**config.mk**
```make
export PLATFORM = sky130hd
export DESIGN_NAME = clint_mc_flat
export DESIGN_NICKNAME = d
export VERILOG_FILES = /design/src/rtl/clint_mc_pkg.sv /design/src/rtl/clint_mc_if.sv /design/src/rtl/clint_mc_irq_arb.sv /design/src/rtl/clint_mc.sv /design/src/flat_wrapper.sv
export SDC_FILE = /design/constraint.sdc
export NUM_CORES = 1
export LEC_CHECK = 0
export BUFFER_PORTS_ARGS = -buffer_cell sky130_fd_sc_hd__buf_2
export CAP_MARGIN = 20
export CORE_MARGIN = 8
export CORE_UTILIZATION = 51
export DETAILED_ROUTE_END_ITERATION = 10
export PLACE_DENSITY = 0.86
export RECOVER_POWER = 50
export REMOVE_ABC_BUFFERS = 1
export SLEW_MARGIN = 10
export SYNTH_ARGS = -nofsm -noshare
export SYNTH_HDL_FRONTEND = slang
export SYNTH_SLANG_ARGS = --single-unit
```
**constraint.sdc**
```tcl
create_clock -name clk_i -period 5.7 [get_ports clk_i]
set_input_delay 1.14 -clock clk_i [delete_from_list [all_inputs] [get_ports clk_i]]
set_output_delay 1.14 -clock clk_i [all_outputs]
set_load 0.02 [all_outputs]
```
**src/rtl/clint_mc_pkg.sv**
```systemverilog
// Shared types, constants and helpers for the multi-source core-local interruptor.
// Contents: bus widths, reset/divider encodings, SYSTEM instruction encodings,
// CSR addresses, synchronous cause codes, FSM/decision enums and mstatus/trap-target helpers.
package clint_mc_pkg;

    localparam int INST_W     = 32;
    localparam int ADDR_W     = 32;
    localparam int REG_W      = 32;
    localparam int MEM_ADDR_W = 32;

    localparam logic RST_ENABLE = 1'b1;
    localparam logic DIV_START  = 1'b1;

    localparam logic [INST_W-1:0] INST_NOP    = 32'h0000_0013;
    localparam logic [INST_W-1:0] INST_ECALL  = 32'h0000_0073;
    localparam logic [INST_W-1:0] INST_EBREAK = 32'h0010_0073;
    localparam logic [INST_W-1:0] INST_MRET   = 32'h3020_0073;

    localparam logic [MEM_ADDR_W-1:0] CSR_MSTATUS = 32'h0000_0300;
    localparam logic [MEM_ADDR_W-1:0] CSR_MEPC    = 32'h0000_0341;
    localparam logic [MEM_ADDR_W-1:0] CSR_MCAUSE  = 32'h0000_0342;

    localparam logic [REG_W-1:0] CAUSE_ECALL  = 32'd11;
    localparam logic [REG_W-1:0] CAUSE_EBREAK = 32'd3;

    localparam int MSTATUS_MIE_BIT  = 3;
    localparam int MSTATUS_MPIE_BIT = 7;

    typedef enum logic [2:0] {
        S_IDLE      = 3'd0,
        S_W_MEPC    = 3'd1,
        S_W_MCAUSE  = 3'd2,
        S_W_MSTATUS = 3'd3,
        S_W_MRET    = 3'd4
    } clint_state_e;

    typedef enum logic [1:0] {
        DEC_NONE  = 2'd0,
        DEC_SYNC  = 2'd1,
        DEC_ASYNC = 2'd2,
        DEC_MRET  = 2'd3
    } clint_dec_e;

    // Trap entry: stash MIE into MPIE and mask further interrupts.
    function automatic logic [REG_W-1:0] mstatus_on_trap(input logic [REG_W-1:0] m);
        logic [REG_W-1:0] r;
        r                   = m;
        r[MSTATUS_MPIE_BIT] = m[MSTATUS_MIE_BIT];
        r[MSTATUS_MIE_BIT]  = 1'b0;
        return r;
    endfunction

    // Trap return: restore MIE from MPIE and set MPIE.
    function automatic logic [REG_W-1:0] mstatus_on_mret(input logic [REG_W-1:0] m);
        logic [REG_W-1:0] r;
        r                   = m;
        r[MSTATUS_MIE_BIT]  = m[MSTATUS_MPIE_BIT];
        r[MSTATUS_MPIE_BIT] = 1'b1;
        return r;
    endfunction

    // Only asynchronous traps use the vector table; the cause MSB is not part of the offset.
    function automatic logic [ADDR_W-1:0] trap_target(input logic [REG_W-1:0] mtvec,
                                                      input logic             is_async,
                                                      input logic [REG_W-1:0] cause);
        logic [ADDR_W-1:0] base;
        base = {mtvec[31:2], 2'b00};
        if ((mtvec[1:0] == 2'b01) && is_async) begin
            return base + {cause[29:0], 2'b00};
        end else begin
            return base;
        end
    endfunction

endpackage

```
**src/rtl/clint_mc_if.sv**
```systemverilog
// CSR write / redirect bus from the interruptor to csr_reg and ex.
// master: interruptor side (drives); slave: consumer side.
//   we, waddr, data  - registered CSR write
//   int_assert       - one-cycle redirect pulse
//   int_addr         - redirect target (0 when not asserting)
interface clint_mc_if;
    import clint_mc_pkg::*;

    logic                  we;
    logic [MEM_ADDR_W-1:0] waddr;
    logic [REG_W-1:0]      data;
    logic                  int_assert;
    logic [ADDR_W-1:0]     int_addr;

    modport master (output we, waddr, data, int_assert, int_addr);
    modport slave  (input  we, waddr, data, int_assert, int_addr);
endinterface

```
**src/rtl/clint_mc_irq_arb.sv**
```systemverilog
// Interrupt source front end: edge detection, pending latches and winner selection.
// Ports: clk_i, rst_ni (sync, active-high), irq_i (raw lines), mie_i (per-source enable),
//        claim_i (current winner accepted this cycle), valid_o / id_o / onehot_o (winner).
module clint_irq_arb
    import clint_mc_pkg::*;
#(
    parameter int          NUM_SRC  = 8,
    parameter logic [31:0] SRC_EDGE = 32'h0000_0001,
    parameter bit          ARB_RR   = 1'b0,
    localparam int         IDW      = (NUM_SRC > 1) ? $clog2(NUM_SRC) : 1
)(
    input  logic               clk_i,
    input  logic               rst_ni,
    input  logic [NUM_SRC-1:0] irq_i,
    input  logic [NUM_SRC-1:0] mie_i,
    input  logic               claim_i,
    output logic               valid_o,
    output logic [IDW-1:0]     id_o,
    output logic [NUM_SRC-1:0] onehot_o
);

    localparam logic [NUM_SRC-1:0] EDGE_MASK = SRC_EDGE[NUM_SRC-1:0];

    logic [NUM_SRC-1:0] irq_prev_q;
    logic [NUM_SRC-1:0] edge_pend_q, edge_pend_d;
    logic [NUM_SRC-1:0] cand_s, onehot_s;
    logic [IDW-1:0]     ptr_q, ptr_d, id_s;
    logic               valid_s;

    // Pending set and next-state of the edge latches; a fresh edge wins over a same-cycle claim.
    always_comb begin
        cand_s      = ((edge_pend_q & EDGE_MASK) | (irq_i & ~EDGE_MASK)) & mie_i;
        edge_pend_d = ((edge_pend_q & ~(claim_i ? onehot_s : '0)) | (irq_i & ~irq_prev_q)) & EDGE_MASK;
    end

    // Winner search: from index 0 (fixed) or from the rotating pointer with wrap (round-robin).
    always_comb begin : p_pick
        int idx;
        valid_s  = 1'b0;
        id_s     = '0;
        onehot_s = '0;
        idx      = 0;
        for (int k = 0; k < NUM_SRC; k++) begin
            idx = (ARB_RR ? int'(ptr_q) : 0) + k;
            if (idx >= NUM_SRC) begin
                idx = idx - NUM_SRC;
            end else begin
                idx = idx;
            end
            if (!valid_s && cand_s[idx]) begin
                valid_s = 1'b1;
                id_s    = IDW'(idx);
            end else begin
                valid_s = valid_s;
            end
        end
        onehot_s[id_s] = valid_s;
    end

    // Round-robin pointer advances to the slot after the accepted winner.
    always_comb begin
        if (ARB_RR && claim_i && valid_s) begin
            ptr_d = (int'(id_s) == NUM_SRC - 1) ? '0 : id_s + IDW'(1);
        end else begin
            ptr_d = ptr_q;
        end
    end

    // Edge history, pending latches and pointer registers.
    always_ff @(posedge clk_i) begin
        if (rst_ni == RST_ENABLE) begin
            irq_prev_q  <= '0;
            edge_pend_q <= '0;
            ptr_q       <= '0;
        end else begin
            irq_prev_q  <= irq_i;
            edge_pend_q <= edge_pend_d;
            ptr_q       <= ptr_d;
        end
    end

    assign valid_o  = valid_s;
    assign id_o     = id_s;
    assign onehot_o = onehot_s;

endmodule

```
**src/rtl/clint_mc.sv**
```systemverilog
// Multi-source core-local interruptor: takes ECALL/EBREAK/MRET and NUM_SRC interrupt lines,
// holds the pipeline, writes mepc/mcause/mstatus in sequence and redirects ex.
// Ports: clk_i, rst_ni (sync, active-high), irq_i, inst_i/inst_addr_i (id stage),
//        jump_flag_i/jump_addr_i (ex redirect), div_started_i, csr_mtvec_i/csr_mepc_i/csr_mstatus_i,
//        csr_mie_i, global_int_en_i, hold_flag_o, csr_if (CSR write + redirect bus),
//        irq_claim_o (one-hot accept pulse), int_id_o (last accepted source).
module clint_mc
    import clint_mc_pkg::*;
#(
    parameter int          NUM_SRC        = 8,
    parameter logic [31:0] SRC_EDGE       = 32'h0000_0001,
    parameter bit          ARB_RR         = 1'b0,
    parameter int          IRQ_CAUSE_BASE = 16,
    localparam int         IDW            = (NUM_SRC > 1) ? $clog2(NUM_SRC) : 1
)(
    input  logic               clk_i,
    input  logic               rst_ni,
    input  logic [NUM_SRC-1:0] irq_i,
    input  logic [INST_W-1:0]  inst_i,
    input  logic [ADDR_W-1:0]  inst_addr_i,
    input  logic               jump_flag_i,
    input  logic [ADDR_W-1:0]  jump_addr_i,
    input  logic               div_started_i,
    input  logic [REG_W-1:0]   csr_mtvec_i,
    input  logic [REG_W-1:0]   csr_mepc_i,
    input  logic [REG_W-1:0]   csr_mstatus_i,
    input  logic [NUM_SRC-1:0] csr_mie_i,
    input  logic               global_int_en_i,
    output logic               hold_flag_o,
    clint_mc_if.master         csr_if,
    output logic [NUM_SRC-1:0] irq_claim_o,
    output logic [IDW-1:0]     int_id_o
);

    clint_state_e          state_q, state_d;
    clint_dec_e            dec_s;
    logic [ADDR_W-1:0]     epc_q, epc_d;
    logic [REG_W-1:0]      cause_q, cause_d;
    logic                  async_q, async_d;
    logic                  we_q, we_d, int_assert_q, int_assert_d;
    logic [MEM_ADDR_W-1:0] waddr_q, waddr_d;
    logic [REG_W-1:0]      data_q, data_d;
    logic [ADDR_W-1:0]     int_addr_q, int_addr_d;
    logic [NUM_SRC-1:0]    claim_q, claim_d, arb_onehot_s;
    logic [IDW-1:0]        id_q, id_d, arb_id_s;
    logic                  arb_valid_s, is_sync_s;

    clint_irq_arb #(
        .NUM_SRC  (NUM_SRC),
        .SRC_EDGE (SRC_EDGE),
        .ARB_RR   (ARB_RR)
    ) u_arb (
        .clk_i    (clk_i),
        .rst_ni   (rst_ni),
        .irq_i    (irq_i),
        .mie_i    (csr_mie_i),
        .claim_i  (dec_s == DEC_ASYNC),
        .valid_o  (arb_valid_s),
        .id_o     (arb_id_s),
        .onehot_o (arb_onehot_s)
    );

    // IDLE decision; a synchronous trap during a divide blocks everything until the divider is done.
    always_comb begin
        is_sync_s = (inst_i == INST_ECALL) || (inst_i == INST_EBREAK);
        if (state_q != S_IDLE) begin
            dec_s = DEC_NONE;
        end else if (is_sync_s) begin
            dec_s = (div_started_i == DIV_START) ? DEC_NONE : DEC_SYNC;
        end else if (arb_valid_s && global_int_en_i) begin
            dec_s = DEC_ASYNC;
        end else if (inst_i == INST_MRET) begin
            dec_s = DEC_MRET;
        end else begin
            dec_s = DEC_NONE;
        end
    end

    assign hold_flag_o = (dec_s != DEC_NONE) || (state_q != S_IDLE);

    // Next state, trap context capture and next values of the registered bus outputs.
    always_comb begin
        state_d      = state_q;
        epc_d        = epc_q;
        cause_d      = cause_q;
        async_d      = async_q;
        claim_d      = '0;
        id_d         = id_q;
        we_d         = 1'b0;
        waddr_d      = '0;
        data_d       = '0;
        int_assert_d = 1'b0;
        int_addr_d   = '0;
        case (state_q)
            S_IDLE: begin
                case (dec_s)
                    DEC_SYNC: begin
                        state_d = S_W_MEPC;
                        async_d = 1'b0;
                        epc_d   = jump_flag_i ? (jump_addr_i - 32'd4) : inst_addr_i;
                        cause_d = (inst_i == INST_EBREAK) ? CAUSE_EBREAK : CAUSE_ECALL;
                    end
                    DEC_ASYNC: begin
                        state_d = S_W_MEPC;
                        async_d = 1'b1;
                        // Interrupted instruction is re-executed: jump target, or the one before a busy divide.
                        epc_d   = jump_flag_i ? jump_addr_i :
                                  ((div_started_i == DIV_START) ? (inst_addr_i - 32'd4) : inst_addr_i);
                        cause_d = {1'b1, 31'(IRQ_CAUSE_BASE) + 31'(arb_id_s)};
                        claim_d = arb_onehot_s;
                        id_d    = arb_id_s;
                    end
                    DEC_MRET: begin
                        state_d = S_W_MRET;
                    end
                    default: begin
                        state_d = S_IDLE;
                    end
                endcase
            end
            S_W_MEPC: begin
                we_d    = 1'b1;
                waddr_d = CSR_MEPC;
                data_d  = epc_q;
                state_d = S_W_MCAUSE;
            end
            S_W_MCAUSE: begin
                we_d    = 1'b1;
                waddr_d = CSR_MCAUSE;
                data_d  = cause_q;
                state_d = S_W_MSTATUS;
            end
            S_W_MSTATUS: begin
                we_d         = 1'b1;
                waddr_d      = CSR_MSTATUS;
                data_d       = mstatus_on_trap(csr_mstatus_i);
                int_assert_d = 1'b1;
                int_addr_d   = trap_target(csr_mtvec_i, async_q, cause_q);
                state_d      = S_IDLE;
            end
            S_W_MRET: begin
                we_d         = 1'b1;
                waddr_d      = CSR_MSTATUS;
                data_d       = mstatus_on_mret(csr_mstatus_i);
                int_assert_d = 1'b1;
                int_addr_d   = csr_mepc_i;
                state_d      = S_IDLE;
            end
            default: begin
                state_d = S_IDLE;
            end
        endcase
    end

    // State, trap context and output registers; reset abandons any partial sequence.
    always_ff @(posedge clk_i) begin
        if (rst_ni == RST_ENABLE) begin
            state_q      <= S_IDLE;
            epc_q        <= '0;
            cause_q      <= '0;
            async_q      <= 1'b0;
            claim_q      <= '0;
            id_q         <= '0;
            we_q         <= 1'b0;
            waddr_q      <= '0;
            data_q       <= '0;
            int_assert_q <= 1'b0;
            int_addr_q   <= '0;
        end else begin
            state_q      <= state_d;
            epc_q        <= epc_d;
            cause_q      <= cause_d;
            async_q      <= async_d;
            claim_q      <= claim_d;
            id_q         <= id_d;
            we_q         <= we_d;
            waddr_q      <= waddr_d;
            data_q       <= data_d;
            int_assert_q <= int_assert_d;
            int_addr_q   <= int_addr_d;
        end
    end

    assign csr_if.we         = we_q;
    assign csr_if.waddr      = waddr_q;
    assign csr_if.data       = data_q;
    assign csr_if.int_assert = int_assert_q;
    assign csr_if.int_addr   = int_addr_q;
    assign irq_claim_o       = claim_q;
    assign int_id_o          = id_q;

endmodule

```
**src/flat_wrapper.sv**
```systemverilog
// flat-port wrapper written by rule: the top's interface ports become plain ports
module clint_mc_flat import clint_mc_pkg::*;
#(
    parameter int          NUM_SRC        = 8,
    parameter logic [31:0] SRC_EDGE       = 32'h0000_0001,
    parameter bit          ARB_RR         = 1'b0,
    parameter int          IRQ_CAUSE_BASE = 16,
    localparam int         IDW            = (NUM_SRC > 1) ? $clog2(NUM_SRC) : 1
)
  (clk_i, rst_ni, irq_i, inst_i, inst_addr_i, jump_flag_i, jump_addr_i, div_started_i, csr_mtvec_i, csr_mepc_i, csr_mstatus_i, csr_mie_i, global_int_en_i, hold_flag_o, irq_claim_o, int_id_o, csr_if_we, csr_if_waddr, csr_if_data, csr_if_int_assert, csr_if_int_addr);
  clint_mc_if csr_if_i ();
  input  logic clk_i;
  input  logic rst_ni;
  input  logic [NUM_SRC-1:0] irq_i;
  input  logic [INST_W-1:0] inst_i;
  input  logic [ADDR_W-1:0] inst_addr_i;
  input  logic jump_flag_i;
  input  logic [ADDR_W-1:0] jump_addr_i;
  input  logic div_started_i;
  input  logic [REG_W-1:0] csr_mtvec_i;
  input  logic [REG_W-1:0] csr_mepc_i;
  input  logic [REG_W-1:0] csr_mstatus_i;
  input  logic [NUM_SRC-1:0] csr_mie_i;
  input  logic global_int_en_i;
  output logic hold_flag_o;
  output logic [NUM_SRC-1:0] irq_claim_o;
  output logic [IDW-1:0] int_id_o;
  output wire logic [$bits(csr_if_i.we)-1:0] csr_if_we;
  output wire logic [$bits(csr_if_i.waddr)-1:0] csr_if_waddr;
  output wire logic [$bits(csr_if_i.data)-1:0] csr_if_data;
  output wire logic [$bits(csr_if_i.int_assert)-1:0] csr_if_int_assert;
  output wire logic [$bits(csr_if_i.int_addr)-1:0] csr_if_int_addr;
  assign csr_if_we = csr_if_i.we;
  assign csr_if_waddr = csr_if_i.waddr;
  assign csr_if_data = csr_if_i.data;
  assign csr_if_int_assert = csr_if_i.int_assert;
  assign csr_if_int_addr = csr_if_i.int_addr;
  clint_mc #(.NUM_SRC(NUM_SRC), .SRC_EDGE(SRC_EDGE), .ARB_RR(ARB_RR), .IRQ_CAUSE_BASE(IRQ_CAUSE_BASE)) u_core (.clk_i(clk_i), .rst_ni(rst_ni), .irq_i(irq_i), .inst_i(inst_i), .inst_addr_i(inst_addr_i), .jump_flag_i(jump_flag_i), .jump_addr_i(jump_addr_i), .div_started_i(div_started_i), .csr_mtvec_i(csr_mtvec_i), .csr_mepc_i(csr_mepc_i), .csr_mstatus_i(csr_mstatus_i), .csr_mie_i(csr_mie_i), .global_int_en_i(global_int_en_i), .hold_flag_o(hold_flag_o), .csr_if(csr_if_i), .irq_claim_o(irq_claim_o), .int_id_o(int_id_o));
endmodule
```
# --- After elaboration in Yosys (flattened, before gate mapping) ---
# Index checks and enable logic that the tools add are counted.
totals:
  register_bits: 179
  elab_cells: 106
  out_inout_bits: 110
  inputBits: 213
op_classes:
  bitwise: 9
  order_cmp: 2
  muxes: 38
  n_reduce_logical: 29
  n_addsub: 4
  n_eq_ne: 11
op_table:
  columns: ["op", "n"]
  rows:
  - ["32-bit one-hot mux with 2 select lines", 3]
  - ["32-bit 2-to-1 mux", 4]
  - ["32-bit one-hot mux with 4 select lines", 1]
  - ["32-bit by 3-bit subtractor with 32-bit output, second input constant", 2]
  - ["32-bit adder", 1]
  - ["32-bit by 21-bit equality test with 1-bit output, second input constant", 1]
  - ["32-bit by 30-bit equality test with 1-bit output, second input constant", 1]
  - ["32-bit by 7-bit equality test with 1-bit output, second input constant", 1]
  - ["10-bit one-hot mux with 3 select lines", 1]
  - ["8-bit AND", 2]
  - ["1-bit 2-to-1 mux", 13]
  - ["2-bit 2-to-1 mux", 6]
  - ["3-bit 2-to-1 mux", 4]
  - ["1-bit logical AND", 10]
  - ["3-bit one-hot mux with 3 select lines", 1]
  - ["8-bit 2-to-1 mux", 1]
  - ["1-bit by 8-bit bitwise OR with 8-bit output", 1]
  - ["1-bit zero test", 7]
  - ["5-bit by 3-bit adder with 6-bit output, first input constant", 1]
  - ["3-bit by 2-bit equality test with 1-bit output, second input constant", 2]
  - ["3-bit one-hot mux with 2 select lines", 1]
  - ["2-bit OR reduction", 3]
  - ["2-bit by 1-bit equality test with 1-bit output, second input constant", 2]
  - ["2-bit equality test, second input constant", 2]
  - ["16 further kinds", 22]

# --- Logic depth before layout (Yosys ltp) ---
depth:
  depth_word: 33
  mapped_depth: 10
  depth_no_buf: 9

# --- Modules after synthesis ---
# From an unflattened synthesis, not the netlist that was laid out.
unflattened:
  cells_unflattened: 912
  area_unflattened_um2: 7468.4
by_module_without_submodules:
  columns: ["module", "cells_per_inst", "n_inst", "seq_area_each_um2", "area_per_inst_um2"]
  rows:
  - ["clint_mc", 878, 1, 2422.3, 7230.7]
  - ["clint_irq_arb", 34, 1, 40.0, 237.7]

# --- Least setup slack after synthesis ---
# No wires, ideal clock.
synth_timing:
  kind: "input port to output port"
  from: "input irq_i[2]"
  to: "output hold_flag_o"
  arrival_time_ns: 2.808
  t_required_ns: 4.560
  path_stages: 8
  path_buffers: 2
  path_slack_ns: 1.752
  cell_sequence: "a22o_1 -> nor4b_1 -> a21bo_2 -> clkbuf_1 -> clkbuf_1 -> nand2_1 -> o21ai_0 -> nand2_1"
synth_between:
  elab_chain_len: 25
synth_lines:
  columns: ["item", "line_no", "rtl"]
  rows:
  - ["from (decl)", "flat_wrapper.sv:14", "input logic [NUM_SRC-1:0] irq_i;"]
  - ["1-bit by 8-bit bitwise OR with 8-bit output (*)", "clint_mc_irq_arb.sv:32", "cand_s = ((edge_pend_q & EDGE_MASK) | (irq_i & ~EDGE_MASK)) & mie_i;"]
  - ["8-bit AND (*)", "clint_mc_irq_arb.sv:32", null]
  - ["1-bit logical AND (*)", "clint_mc_irq_arb.sv:50", "if (!valid_s && cand_s[idx]) begin"]
  - ["1-bit 2-to-1 mux (*)", "clint_mc_irq_arb.sv:50", null]
  - ["1-bit zero test", "clint_mc_irq_arb.sv:50", null]
  - ["1-bit logical AND", "clint_mc_irq_arb.sv:50", null]
  - ["1-bit 2-to-1 mux (*)", "clint_mc_irq_arb.sv:50", null]
  - ["1-bit zero test", "clint_mc_irq_arb.sv:50", null]
  - ["(+9 left out)", null, null]
  - ["1-bit logical AND", "clint_mc_irq_arb.sv:50", null]
  - ["1-bit 2-to-1 mux (*)", "clint_mc_irq_arb.sv:50", null]
  - ["1-bit logical AND (*)", "clint_mc.sv:70", "end else if (arb_valid_s && global_int_en_i) begin"]
  - ["2-bit 2-to-1 mux (*)", "clint_mc.sv:70", null]
  - ["2-bit 2-to-1 mux (*)", "clint_mc.sv:68", "end else if (is_sync_s) begin"]
  - ["2-bit 2-to-1 mux (*)", "clint_mc.sv:66", "if (state_q != S_IDLE) begin"]
  - ["2-bit nonzero test (*)", "clint_mc.sv:79", "assign hold_flag_o = (dec_s != DEC_NONE) || (state_q != S_IDLE);"]
  - ["1-bit logical OR (*)", "clint_mc.sv:79", null]
  - ["to (decl)", "flat_wrapper.sv:25", "output logic hold_flag_o;"]
# Every way passes the cells marked *; elsewhere a longest branch is shown, timed or not.

# --- Worst setup path in the final report ---
layout_timing:
  from: "input csr_mie_i[0]"
  to: "output hold_flag_o"
layout_between:
  elab_chain_len: 29
layout_lines:
  columns: ["item", "line_no", "rtl"]
  rows:
  - ["from (decl)", "flat_wrapper.sv:23", "input logic [NUM_SRC-1:0] csr_mie_i;"]
  - ["8-bit AND (*)", "clint_mc_irq_arb.sv:32", null]
  - ["1-bit 2-to-1 mux (*)", "clint_mc_irq_arb.sv:50", null]
  - ["1-bit zero test", "clint_mc_irq_arb.sv:50", null]
  - ["1-bit logical AND", "clint_mc_irq_arb.sv:50", null]
  - ["1-bit 2-to-1 mux (*)", "clint_mc_irq_arb.sv:50", null]
  - ["1-bit zero test", "clint_mc_irq_arb.sv:50", null]
  - ["1-bit logical AND", "clint_mc_irq_arb.sv:50", null]
  - ["1-bit 2-to-1 mux (*)", "clint_mc_irq_arb.sv:50", null]
  - ["(+13 left out)", null, null]
  - ["1-bit logical AND", "clint_mc_irq_arb.sv:50", null]
  - ["1-bit 2-to-1 mux (*)", "clint_mc_irq_arb.sv:50", null]
  - ["1-bit logical AND (*)", "clint_mc.sv:70", null]
  - ["2-bit 2-to-1 mux (*)", "clint_mc.sv:70", null]
  - ["2-bit 2-to-1 mux (*)", "clint_mc.sv:68", null]
  - ["2-bit 2-to-1 mux (*)", "clint_mc.sv:66", null]
  - ["2-bit nonzero test (*)", "clint_mc.sv:79", null]
  - ["1-bit logical OR (*)", "clint_mc.sv:79", null]
# Marks and branches as above.

==> out/qor.json <==
{
  "clocking": {
    "clkLatencyLatePin_ns": 0.42,
    "clock_tree.buffer_depth": 2,
    "cts.root.buffer_cell": "clkbuf_16",
    "cts.htree.levels": 4,
    "clock-sinks": 123,
    "cts_tree": "yes",
    "clk_transition_reported_paths_ns": 0.05,
    "cts_made_buffers": 17,
    "post_cts.repair.setup_buffers": 0,
    "post_cts_hold_buffer_count": 0,
    "cts_repair_resize_count": 0
  },
  "floorplanning": {
    "design.portCount": 323,
    "die_width_um": 133,
    "core_area_um2": 13300,
    "die_h_um": 133,
    "rows": 42,
    "floorplan.die_area_um2": 17700,
    "initial_utilization_pct": 52.6
  },
  "layout": {
    "top_library_cells_by_usage_in_the_layout_fill_and_taps_aside": "buf_2 (218), dfxtp_1 (123), nor2_1 (92)",
    "drive_above_1_share_pct": 24.4,
    "instances_no_fill": 1318,
    "layout_commonest_cell": "buf_2",
    "filler_cell_count": 1150,
    "nNetsFinal": 1347,
    "area.growth.synth_to_final_pct": 28.0
  },
  "worst_setup_path": {
    "start_kind": "input port",
    "worstSetupEndpointType": "output pin",
    "worstPathCellList": "buf_2 > a22o_1 > nor4b_1 > a21bo_2 > nand2_1 > o21ai_0 > nand2_1 > buf_2",
    "cpPeakStageDelay_ns": 0.67,
    "timing.critical_path.buf_inv": 2,
    "critPathRequiredTime_ns": 4.56,
    "worst_path_max_delay_cell": "a21bo_2",
    "critPathTopFamily": "compound AO/OA/AOI/OAI gates",
    "worst-path-max-fanout": 34,
    "worst-setup-path-type": "input port to output pin",
    "critical_path_arrival_ns": 3.24
  },
  "routing": {
    "drt_drc_violations_left": 0,
    "wl_per_cell_um": 19.0,
    "drt_iter0_markers": 652,
    "sum_of_routed_wire_length_over_all_layers_mm": 25.0,
    "detail-route-antenna-nets": 0,
    "vias": 7544,
    "drt_pre_antenna_iters": 6,
    "drt-vias-per-instance": 5.72
  },
  "global_routing": {
    "grt_antenna_before_repair": 2,
    "maximum_number_of_pins_on_one_net_before_global_route_repair": 58,
    "grt.total_usage_pct": 27.5,
    "global_route_wire_length_before_repair_mm": 39.1,
    "first_global_vias": 7455,
    "grt.overflow.total": 0
  },
  "place": {
    "io_buffer_count": 295,
    "placedCellCount": 1282,
    "detailed_place_hpwl_mm": 19.3,
    "gp_congestion": 0.912
  },
  "pwr": {
    "seqPwrFrac_pct": 37.1,
    "power.combinational.fraction_pct": 17.6,
    "powerDensity_nw_per_um2": 285,
    "static-leakage-power_nw": 3.57,
    "clock_network_fraction_of_total_power_pct": 45.2,
    "report.power.total_mw": 2.55,
    "sw_frac_of_total_pct": 27.7,
    "vdd_ir_drop_max_mv": 0.207,
    "net-switching-power_uw": 706,
    "p_int_mw": 1.84
  },
  "timing": {
    "rsz0062_at_grt": "no",
    "number_of_failing_setup_endpoints_in_the_final_timing_report": 0,
    "max_freq_mhz": 228,
    "finalHoldViolations": 0,
    "rel_slew_slack_pct": -42.7,
    "worst_clock_skew_ns": 0.00873,
    "hold_slack_ns": 0.463,
    "tightestPinTransition_ns": 2.14,
    "setup-tns-final_ns": 0,
    "timing_max_transition_violations_final": 45,
    "final.period_utilization_pct": 76.8,
    "layout_min_cycle_time_ns": 4.38
  },
  "synthesis": {
    "synth_area_per_cell_um2": 8.15,
    "syn-instance-count": 858,
    "synth_enable_flop_cells": 0,
    "mappedNetlistArea_um2": 6990,
    "yosysTopAreaCellShare_pct": 35.2,
    "synth_sequential_area_ratio_pct": 35.2,
    "synth.top_cells.by_area": "dfxtp_1 (35%), xnor2_1 (5.6%), nor2_1 (5.0%)",
    "synth_cell_type_count": 66,
    "async_reset_ff_share_pct": 0,
    "cell_accounting_for_the_most_synthesized_area": "dfxtp_1",
    "yosys_register_bits": 123,
    "yosysWarningCount": 0,
    "synth_top_flop_cell": "dfxtp_1"
  },
  "run_status": {
    "run_status": "finished, violations left",
    "violated_checks": "capacitance limit, slew limit"
  },
  "job": {
    "drv.max_cap_violation_count": 1
  },
  "worst_hold_path": {
    "hold_class": "register to register"
  }
}
power groups by stage:
stage / combinational (mW) / sequential (mW) / clock [mW]
floorplan: 0.214 / 0.972 / 0
global placement: 0.431 / 0.961 / 0
detailed placement: 0.441 / 0.963 / 0
CTS: 0.444 / 0.945 / 1.17
global route: 0.487 / 0.951 / 1.21
finish: 0.449 / 0.946 / 1.15
stage by stage:
stage / cell area [µm²] / utilization (%) / setup slack (ns)
floorplan: 6610 / - / 0.407
global placement: 8390 / 63.1 / 1.39
detailed placement: 8390 / 63.1 / 1.25
CTS: 9030 / 67.9 / 1.35
global route: 8940 / 67.3 / 1.17
finish: 8940 / 67.3 / 1.32
kinds of logic after synthesis:
family,share of synthesized area (%)
XOR/XNOR,9.27
other,0.0537
flip-flops,35.2
buffers and inverters,7.50
AO/OA/AOI/OAI,19.0
adder cells (fa/ha/maj),1.54
AND/OR/NAND/NOR,26.0
multiplexers,1.34
final cells by class:
cell class | count | area (µm²) | share of cell area, %
multi-input cells | 666 | 4120 | 46.0
clock buffers | 21 | 470 | 5.26
flip-flops and latches | 123 | 2460 | 27.5
well taps | 176 | 220 | 2.46
repair buffers | 305 | 1450 | 16.2
inverters | 13 | 48.8 | 0.546
diodes | 3 | 7.51 | 0.0839
clock inverters | 11 | 166 | 1.86
final timing paths:
check                           depth (start not counted)                       endpoint  slack (ns)                                    from
worst max register to register                          7   u_core.epc_q[9]$_SDFFE_PP0P_        2.08  u_core.u_arb.edge_pend_q[0]$_SDFF_PP0_
worst min-delay path                                    2  u_core.epc_q[14]$_SDFFE_PP0P_        0.46           u_core.epc_q[14]$_SDFFE_PP0P_
worst min register to register                          2  u_core.epc_q[14]$_SDFFE_PP0P_        0.46           u_core.epc_q[14]$_SDFFE_PP0P_
worst max-delay path                                    8                    hold_flag_o        1.32                            csr_mie_i[0]
layer usage:
layer / track usage (%) / vias to the layer above / share of wire (%)
li1: - / 3588 / -
met3: 6.89 / 68 / 9.0
met2: 46.3 / 424 / 48
met5: 0 / - / 0
met4: 13.2 / 0 / 3.2
met1: 32.0 / 3464 / 39
worst reg2reg max path, cell delays in order, from the launching register on:
cell     delay [ns]
dfxtp_1        0.33
a22o_1         0.27
nor4b_1        0.54
a21bo_2        0.67
or2_2          0.38
nand2_1        0.30
nor2_1         0.83
a22o_1         0.26
flip-flops by register name, indices dropped and copies added (netlist names), 3 cells and up:
| register | flops |
|---|---|
| u_core.cause_q | 5 |
| u_core.csr_if.waddr | 4 |
| u_core.epc_q | 32 |
| u_core.csr_if.data | 32 |
| u_core.csr_if.int_addr | 32 |
| u_core.int_id_o | 3 |
| u_core.irq_claim_o | 8 |
| u_core.state_q | 3 |
synth_stat cells, types with 8 or more instances:
| cell | count |
|---|---|
| xnor2_1 | 45 |
| nand2_1 | 88 |
| dfxtp_1 | 123 |
| nand4_1 | 8 |
| a32o_1 | 11 |
| buf_4 | 28 |
| a21oi_1 | 28 |
| inv_1 | 12 |
| nor4_1 | 31 |
| or4_1 | 8 |
| clkbuf_1 | 42 |
| o211ai_1 | 14 |
| xor2_1 | 29 |
| nor2_1 | 93 |
| o21ai_0 | 38 |
| nor2b_1 | 11 |
| a22o_1 | 10 |
| nand2b_1 | 13 |
| nor3_1 | 29 |
| a31oi_1 | 9 |
| or3_1 | 14 |
| a211oi_1 | 10 |
| nand3_1 | 17 |
| a22oi_1 | 33 |
(Power assumes the default switching activity.)
